[src/rtl/ram_loader.sv]
// Boot loader: packs a little-endian byte stream into 16-bit words and writes them to RAM.
// Optional readback check enabled by defining RAM_LOADER_VERIFY_EN.
//
// state | meaning
// IDLE  | waiting for start
// LO    | accepting low byte
// HI    | accepting high byte, write cycle armed on transfer
// WRITE | RAM write cycle, checksum update
// RD    | readback cycle (verify build)
// CMP   | compare readback with written word (verify build)
// DONE  | load finished, returns to IDLE
module ram_loader #(
  parameter int                    ADDR_WIDTH = 13,
  parameter logic [ADDR_WIDTH-1:0] START_ADDR = '0
) (
  input  logic                  clk,
  input  logic                  reset,
  input  logic                  start,
  input  logic [ADDR_WIDTH:0]   length,
  input  logic [7:0]            byte_in,
  input  logic                  byte_valid,
  output logic                  byte_ready,
  output logic [15:0]           ram_din,
  input  logic [15:0]           ram_dout,
  output logic [ADDR_WIDTH-1:0] ram_address,
  output logic                  ram_rnw,
  output logic                  ram_cs_b,
  output logic                  busy,
  output logic                  done,
  output logic [15:0]           checksum,
  output logic                  verify_err
);

  typedef enum logic [2:0] {
    S_IDLE  = 3'd0,
    S_LO    = 3'd1,
    S_HI    = 3'd2,
    S_WRITE = 3'd3,
`ifdef RAM_LOADER_VERIFY_EN
    S_RD    = 3'd4,
    S_CMP   = 3'd5,
`endif
    S_DONE  = 3'd6
  } state_t;

  state_t              state, next_state;
  logic [ADDR_WIDTH:0] word_cnt;
  logic [7:0]          lo_byte;
  logic                xfer;
  logic                last_word;
  logic                accept_start;
  logic                advance;

  assign xfer         = byte_valid & byte_ready;
  assign last_word    = (word_cnt == (ADDR_WIDTH+1)'(1));
  // DONE behaves like IDLE for a new start so a back-to-back start is not lost
  assign accept_start = start && ((state == S_IDLE) || (state == S_DONE));

`ifdef RAM_LOADER_VERIFY_EN
  assign advance = (state == S_CMP);
`else
  assign advance = (state == S_WRITE);
`endif

  always_ff @(posedge clk) begin
    if (reset) state <= S_IDLE;
    else       state <= next_state;
  end

  always_comb begin
    next_state = state;
    case (state)
      S_IDLE, S_DONE: begin
        if (accept_start && (length != '0)) next_state = S_LO;
        else                                next_state = S_IDLE;
      end
      S_LO:    if (xfer) next_state = S_HI;
      S_HI:    if (xfer) next_state = S_WRITE;
`ifdef RAM_LOADER_VERIFY_EN
      S_WRITE: next_state = S_RD;
      S_RD:    next_state = S_CMP;
      S_CMP:   next_state = last_word ? S_DONE : S_LO;
`else
      S_WRITE: next_state = last_word ? S_DONE : S_LO;
`endif
      default: next_state = S_IDLE;
    endcase
  end

  always_ff @(posedge clk) begin
    if (reset) begin
      byte_ready  <= 1'b0;
      ram_din     <= '0;
      ram_address <= '0;
      ram_rnw     <= 1'b1;
      ram_cs_b    <= 1'b1;
      busy        <= 1'b0;
      done        <= 1'b0;
      checksum    <= '0;
      word_cnt    <= '0;
      lo_byte     <= '0;
    end else begin
      byte_ready <= (next_state == S_LO) || (next_state == S_HI);
      busy       <= !((next_state == S_IDLE) || (next_state == S_DONE));

      if (accept_start) begin
        done <= (length == '0);
        if (length != '0) begin
          checksum    <= '0;
          word_cnt    <= length;
          ram_address <= START_ADDR;
        end
      end else if (next_state == S_DONE) begin
        done <= 1'b1;
      end

      if ((state == S_LO) && xfer) lo_byte <= byte_in;

      if ((state == S_HI) && xfer) begin
        ram_din  <= {byte_in, lo_byte};
        ram_cs_b <= 1'b0;
        ram_rnw  <= 1'b0;
      end

      if (state == S_WRITE) begin
        checksum <= checksum + ram_din;
        ram_rnw  <= 1'b1;
`ifdef RAM_LOADER_VERIFY_EN
        ram_cs_b <= 1'b0;  // chip select stays low into the readback cycle
`else
        ram_cs_b <= 1'b1;
`endif
      end

`ifdef RAM_LOADER_VERIFY_EN
      if (state == S_RD) ram_cs_b <= 1'b1;
`endif

      if (advance) begin
        ram_address <= ram_address + 1'b1;
        word_cnt    <= word_cnt - 1'b1;
      end
    end
  end

`ifdef RAM_LOADER_VERIFY_EN
  always_ff @(posedge clk) begin
    if (reset) begin
      verify_err <= 1'b0;
    end else if (accept_start && (length != '0)) begin
      verify_err <= 1'b0;
    end else if ((state == S_CMP) && (ram_dout != ram_din)) begin
      verify_err <= 1'b1;
    end
  end
`else
  logic unused_dout;
  assign unused_dout = ^ram_dout;
  assign verify_err  = 1'b0;
`endif

endmodule
[config.mk]
export PLATFORM = sky130hd
export DESIGN_NAME = ram_loader
export DESIGN_NICKNAME = d
export VERILOG_FILES = /design/src/rtl/ram_loader.sv
export SDC_FILE = /design/constraint.sdc
export NUM_CORES = 1
export LEC_CHECK = 0
export ABC_AREA = 1
export BUFFER_PORTS_ARGS = -buffer_cell sky130_fd_sc_hd__buf_4
export CAP_MARGIN = 25
export CORE_ASPECT_RATIO = 0.6
export CORE_MARGIN = 2
export CORE_UTILIZATION = 45
export DETAILED_ROUTE_END_ITERATION = 10
export PLACE_DENSITY = 0.68
export SLEW_MARGIN = 10
export SYNTH_ARGS = -nofsm -noshare
export SYNTH_HDL_FRONTEND = slang
export SYNTH_SLANG_ARGS = --single-unit
[constraint.sdc]
create_clock -name clk -period 2.8 [get_ports clk]
set_clock_uncertainty 0.1 [all_clocks]
set_input_delay 0 -clock clk [delete_from_list [all_inputs] [get_ports clk]]
set_output_delay 0 -clock clk [all_outputs]
set_load 0.01 [all_outputs]
# ---- Word level (Yosys, flattened, before mapping)
# Index checks and enable logic that the tools add are counted.
dict set report word_totals {
  input_bits 42
  output_inout_bits 51
  wordCells 56
  ff_bits 74
}
dict set report classes {
  n_mux 16
  addsub 3
  eq_ne 8
  n_bitwise 1
  n_reduce_logical 18
}
# op count
set ops {}
lappend ops {{16-bit 2-to-1 mux} 3}
lappend ops {{14-bit 2-to-1 mux} 3}
lappend ops {{13-bit 2-to-1 mux} 3}
lappend ops {{16-bit adder} 1}
lappend ops {{14-bit by 1-bit equality test with 1-bit output, second input constant} 1}
lappend ops {{14-bit logical NOT} 1}
lappend ops {{14-bit nonzero test} 1}
lappend ops {{14-bit by 1-bit subtractor with 14-bit output, second input constant} 1}
lappend ops {{13-bit by 1-bit adder with 13-bit output, second input constant} 1}
lappend ops {{3-bit case mux with 4 select lines} 1}
lappend ops {{3-bit by 2-bit equality test with 1-bit output, second input constant} 3}
lappend ops {{3-bit 2-to-1 mux} 3}
lappend ops {{3-bit by 1-bit equality test with 1-bit output, second input constant} 2}
lappend ops {{3-bit equality test, second input constant} 2}
lappend ops {{3-bit logical NOT} 2}
lappend ops {{2-bit nonzero test} 3}
lappend ops {{1-bit logical AND} 4}
lappend ops {{2-bit OR reduction} 2}
lappend ops {{1-bit logical OR} 3}
lappend ops {{1-bit 2-to-1 mux} 3}
lappend ops {{2-bit AND reduction} 1}
lappend ops {{1-bit bitwise AND} 1}
lappend ops {{1-bit logical NOT} 1}

# ---- Logic depth before layout (Yosys ltp)
dict set report logic_depth {
  word_depth 9
  depth_mapped 11
  mapped_depth_nobuf 11
}

# ---- Least setup slack after synthesis
# No wires, ideal clock.
dict set report synth_timing {
  kind {flip-flop to flip-flop}
  start {reg ram_din[0]}
  end {reg checksum[12]}
  path_stages_with_launch 10
  n_path_buf 0
  setup_time_ps 70
  period_less_slack_ps 1694
  slack_ps 1106
  required_time_ps 2630
  arrival_time_ps 1524
  cell_sequence {dfxtp_1 > ha_1 > fa_1 > nand3_1 > nand3_1 > nand3_1 > nand3_1 > nand2_1 > nand3_1 > a21oi_1}
}
dict set report synth_between {
  elab_chain_len 2
}
# element line
set synth_rtl {}
lappend synth_rtl {{start, declared} 23} ;# output logic [15:0] ram_din,
lappend synth_rtl {{start signal, assigned} 120} ;# ram_din <= {byte_in, lo_byte};
lappend synth_rtl {{16-bit adder} 126} ;# checksum <= checksum + ram_din;
lappend synth_rtl {{16-bit 2-to-1 mux} 125} ;# if (state == S_WRITE) begin
lappend synth_rtl {{end signal, assigned} 126}
lappend synth_rtl {{end, declared} 30} ;# output logic [15:0] checksum,
# Every way passes these cells.
# A chain may end at the register's enable or synchronous reset.

# ---- Worst setup path after layout
dict set report layout_timing {
  start {in length[8]}
  end {reg word_cnt[1]}
}
dict set report layout_between {
  elab_chain_len 3
}
# element line
set layout_rtl {}
lappend layout_rtl {{start, declared} 19} ;# input logic [ADDR_WIDTH:0] length,
lappend layout_rtl {{14-bit nonzero test} 108} ;# if (length != '0) begin
lappend layout_rtl {{2-bit nonzero test (no line)} -}
lappend layout_rtl {{2-bit AND reduction (no line)} -}
lappend layout_rtl {{end signal, assigned} 110} ;# word_cnt <= length;
lappend layout_rtl {{end signal, assigned} 141} ;# word_cnt <= word_cnt - 1'b1;
lappend layout_rtl {{end, declared} 47} ;# logic [ADDR_WIDTH:0] word_cnt;
# Every way passes these cells.

==> metrics <==
master cell of the clock root buffer=sky130_fd_sc_hd__clkbuf_16; worst hold path class=in2reg; largest net degree at the start of global routing=31; syn avg cell area=around 6.5 sq um; Die W=approximately 130 um; Startpoint Class=primary input; synthesis warning total=0; leakage component of the power=~2.6 nW; residual DRC count=0; via count of the first global-routing pass=between 4k and 5k; fraction of layout cells with a size suffix above 1=between 10% and 20%; number of violations reported at the end of detailed-routing iteration 0=353; antenna diode instance count=0; grt ovf=0; initial antenna violation count=0; wire length of the first global-routing pass=approximately 20000 um; initial standard-cell utilization of the core=roughly 46%; number of gates resized after CTS=0; Worst Setup End Kind=flip-flop; number of port buffers=75; number of H-tree levels=3; largest driver fanout on the critical path=28; vias after detailed routing=about 4.4k; Synth Area in Simple Gates=31.5%; post-synthesis register bit count=74; vias per std cell=slightly above 5; critical path type=in2reg; CTS clock-pin slew for the worst setup and hold paths=roughly 0.05 ns; sequential cell area fraction in the yosys report=35.7%; count of standard-cell rows=27; cell count after placement=807; endpoints failing hold=0; data required time of the worst path=2.98 ns; Pwr per Cell Area=slightly below 500 nW/um^2; Fillers=approximately 850; clock period minus worst slack=around 2.4 ns; Critical Path AT=around 2.5 ns; antenna violation net count after detailed routing=0; combinational family with the most area after synthesis=simple AND/OR/NAND/NOR gates; Post-Syn Area=4140 sq um; post-synthesis instance total=between 600 and 700; sum of net half-perimeters after detailed placement=8720 um; setup repair after global routing missed its margin=no; number of primary I/O pins=93; post-synthesis compound-gate area fraction=approximately 16%; achievable clock frequency=~420 MHz; Clock Latency Late Sink=between 0.3 and 0.4 ns; final core area utilization=about 59%; Clock Sinks=74; highest ir drop seen on vdd=approximately 0.30 mV; overall track demand over capacity in global routing=25.3%; Post-Route Setup TNS=0 ns; core box area=9050 sq um; number of optimization iterations in the first detailed-route pass=5; pin slew with the least headroom to its limit=approximately 0.69 ns; routability congestion estimate from global placement=~0.86; syn nets=between 600 and 700; Detailed Route WL=approximately 12000 um; final slew viol count=0; Max-Cap Viols=0; portion of netlist area occupied by mux cells=0%; share of synthesized cell area in full adder, half adder and majority cells=5.92%; mean routed wirelength per cell=roughly 14 um; TritonCTS Buffers=9; final std cells w/o fill=847; synth-to-layout area growth=28.3%; area of the die=~10000 sq um; Setup violations, final=0; outcome=finished clean; post-synth cell types=39; Vert. Die Dim=~80 um; headroom to the max-slew limit=between 50% and 60%; crit share post-route=between 80% and 90%; clock tree from TritonCTS=built; total number of nets in the final design=a little under 800; Longest Clk Path Bufs=2; xor/xnor share of the synthesized area=less than 1%
[cell families after synthesis]
logic type | count (synthesis)
and+or+nand+nor | 307
AOI/OAI and AO/OA | 124
buffers and inverters | 107
DFF | 74
adders and majority gates | 19
xor gates and xnor gates | 1
other | 1
[synthesized netlist by cell type (all sizes together)]
cell	n	share of area [%]
a31oi	3	0.45
nor2	63	5.9
o21ai	48	5.8
conb	1	0.090
a22oi	1	0.18
o211ai	4	0.72
clkinv	1	0.090
nand2	168	16
a21o	1	0.18
xor2	1	0.21
nor3	6	0.72
o21a	1	0.18
fa	1	0.48
o31ai	1	0.18
ha	18	5.4
o21bai	1	0.18
inv	85	7.8
and2	1	0.15
a21oi	64	7.8
dfxtp	74	36
nor4	1	0.15
buf	15	2.4
nand3	52	6.4
nand3b	4	0.72
or2	2	0.30
nand4	10	1.5
clkbuf	6	0.54
[cell usage in the layout (no fill, tap or decap), types with 18 or more instances in the layout]
| cell | count |
|---|---|
| sky130_fd_sc_hd__inv_1 | 82 |
| sky130_fd_sc_hd__nand3_1 | 51 |
| sky130_fd_sc_hd__buf_4 | 79 |
| sky130_fd_sc_hd__a21oi_1 | 63 |
| sky130_fd_sc_hd__dlygate4sd3_1 | 25 |
| sky130_fd_sc_hd__nor2_1 | 61 |
| sky130_fd_sc_hd__nand2_1 | 166 |
| sky130_fd_sc_hd__ha_1 | 18 |
| sky130_fd_sc_hd__dfxtp_1 | 74 |
| sky130_fd_sc_hd__o21ai_0 | 47 |
[where the power goes]
group | total (mW) | leakage (nW) | switching [mW] | internal, mW
combinational | 0.288 | 1.81 | 0.177 | 0.111
clock | 1.19 | 0.152 | 0.433 | 0.756
sequential | 1.11 | 0.600 | 0.0225 | 1.08
total | 2.58 | 2.56 | 0.633 | 1.95
[repair_timing]
| item | in CTS | in global routing |
|---|---|---|
| buffers inserted | 0 | 0 |
| endpoints found under the hold margin | 50 | 0 |
| hold buffers | 25 | 0 |
[metrics by stage]
step | instance area (sq um) | setup WS (ns) | hold WS (ns) | total power, mW
final | 5320 | 0.439 | 0.0466 | 2.58
after global routing | 5320 | 0.270 | 0.0683 | 2.68
after CTS | 5320 | 0.501 | 0.0372 | 2.59
after detailed placement | 4760 | 0.903 | 0.147 | 1.38
after global placement | 4760 | 0.933 | 0.122 | 1.37
after floorplan | 4140 | 1.11 | 0.0238 | 1.29
[worst max-delay path, cell delays in order]
cell	delay (ns)
sky130_fd_sc_hd__dlygate4sd3_1	0.53
sky130_fd_sc_hd__buf_4	0.14
sky130_fd_sc_hd__nor2_1	0.10
sky130_fd_sc_hd__nand3_1	0.08
sky130_fd_sc_hd__nor2_1	0.22
sky130_fd_sc_hd__nand2_1	0.13
sky130_fd_sc_hd__nand2_4	0.20
sky130_fd_sc_hd__nand2_4	0.12
sky130_fd_sc_hd__inv_6	0.23
sky130_fd_sc_hd__nand2_1	0.09
sky130_fd_sc_hd__a21oi_1	0.14
sky130_fd_sc_hd__dlygate4sd3_1	0.55
[worst paths after layout]
path / from / to / slack [ns] / depth (start not counted)
worst max register to register: state[2] / word_cnt[4] / 0.55 / 9
worst max-delay path: length[8] / word_cnt[1] / 0.44 / 12
worst min register to register: lo_byte[1] / lo_byte[1] / 0.35 / 2
worst min-delay path: start / done / 0.05 / 5
[routing by layer]
metal	up-vias	wire [um]	track usage (%)
li1	2228	-	-
met1	1989	6230	36.8
met2	141	4930	36.7
met3	17	880	7.09
met4	0	133	6.26
met5	-	0	0
[sequential cells by signal (all words and copies together), names as in the netlist]
| name | flops |
|---|---|
| done | 1 |
| byte_ready | 1 |
| checksum | 16 |
| ram_address | 13 |
| busy | 1 |
| lo_byte | 8 |
| ram_cs_b | 1 |
| ram_din | 16 |
| state | 3 |
| word_cnt | 14 |
[cell type report]
cell class	instances	area [sq um]	share of cell area (%)
multi-input cells	452	2210	41.6
flip-flops and latches	74	1480	27.9
repair buffers	104	843	15.9
inverters	86	328	6.17
clock buffers	13	270	5.08
well taps	116	145	2.73
clock inverters	2	35.0	0.659
(Power assumes the default switching activity.)
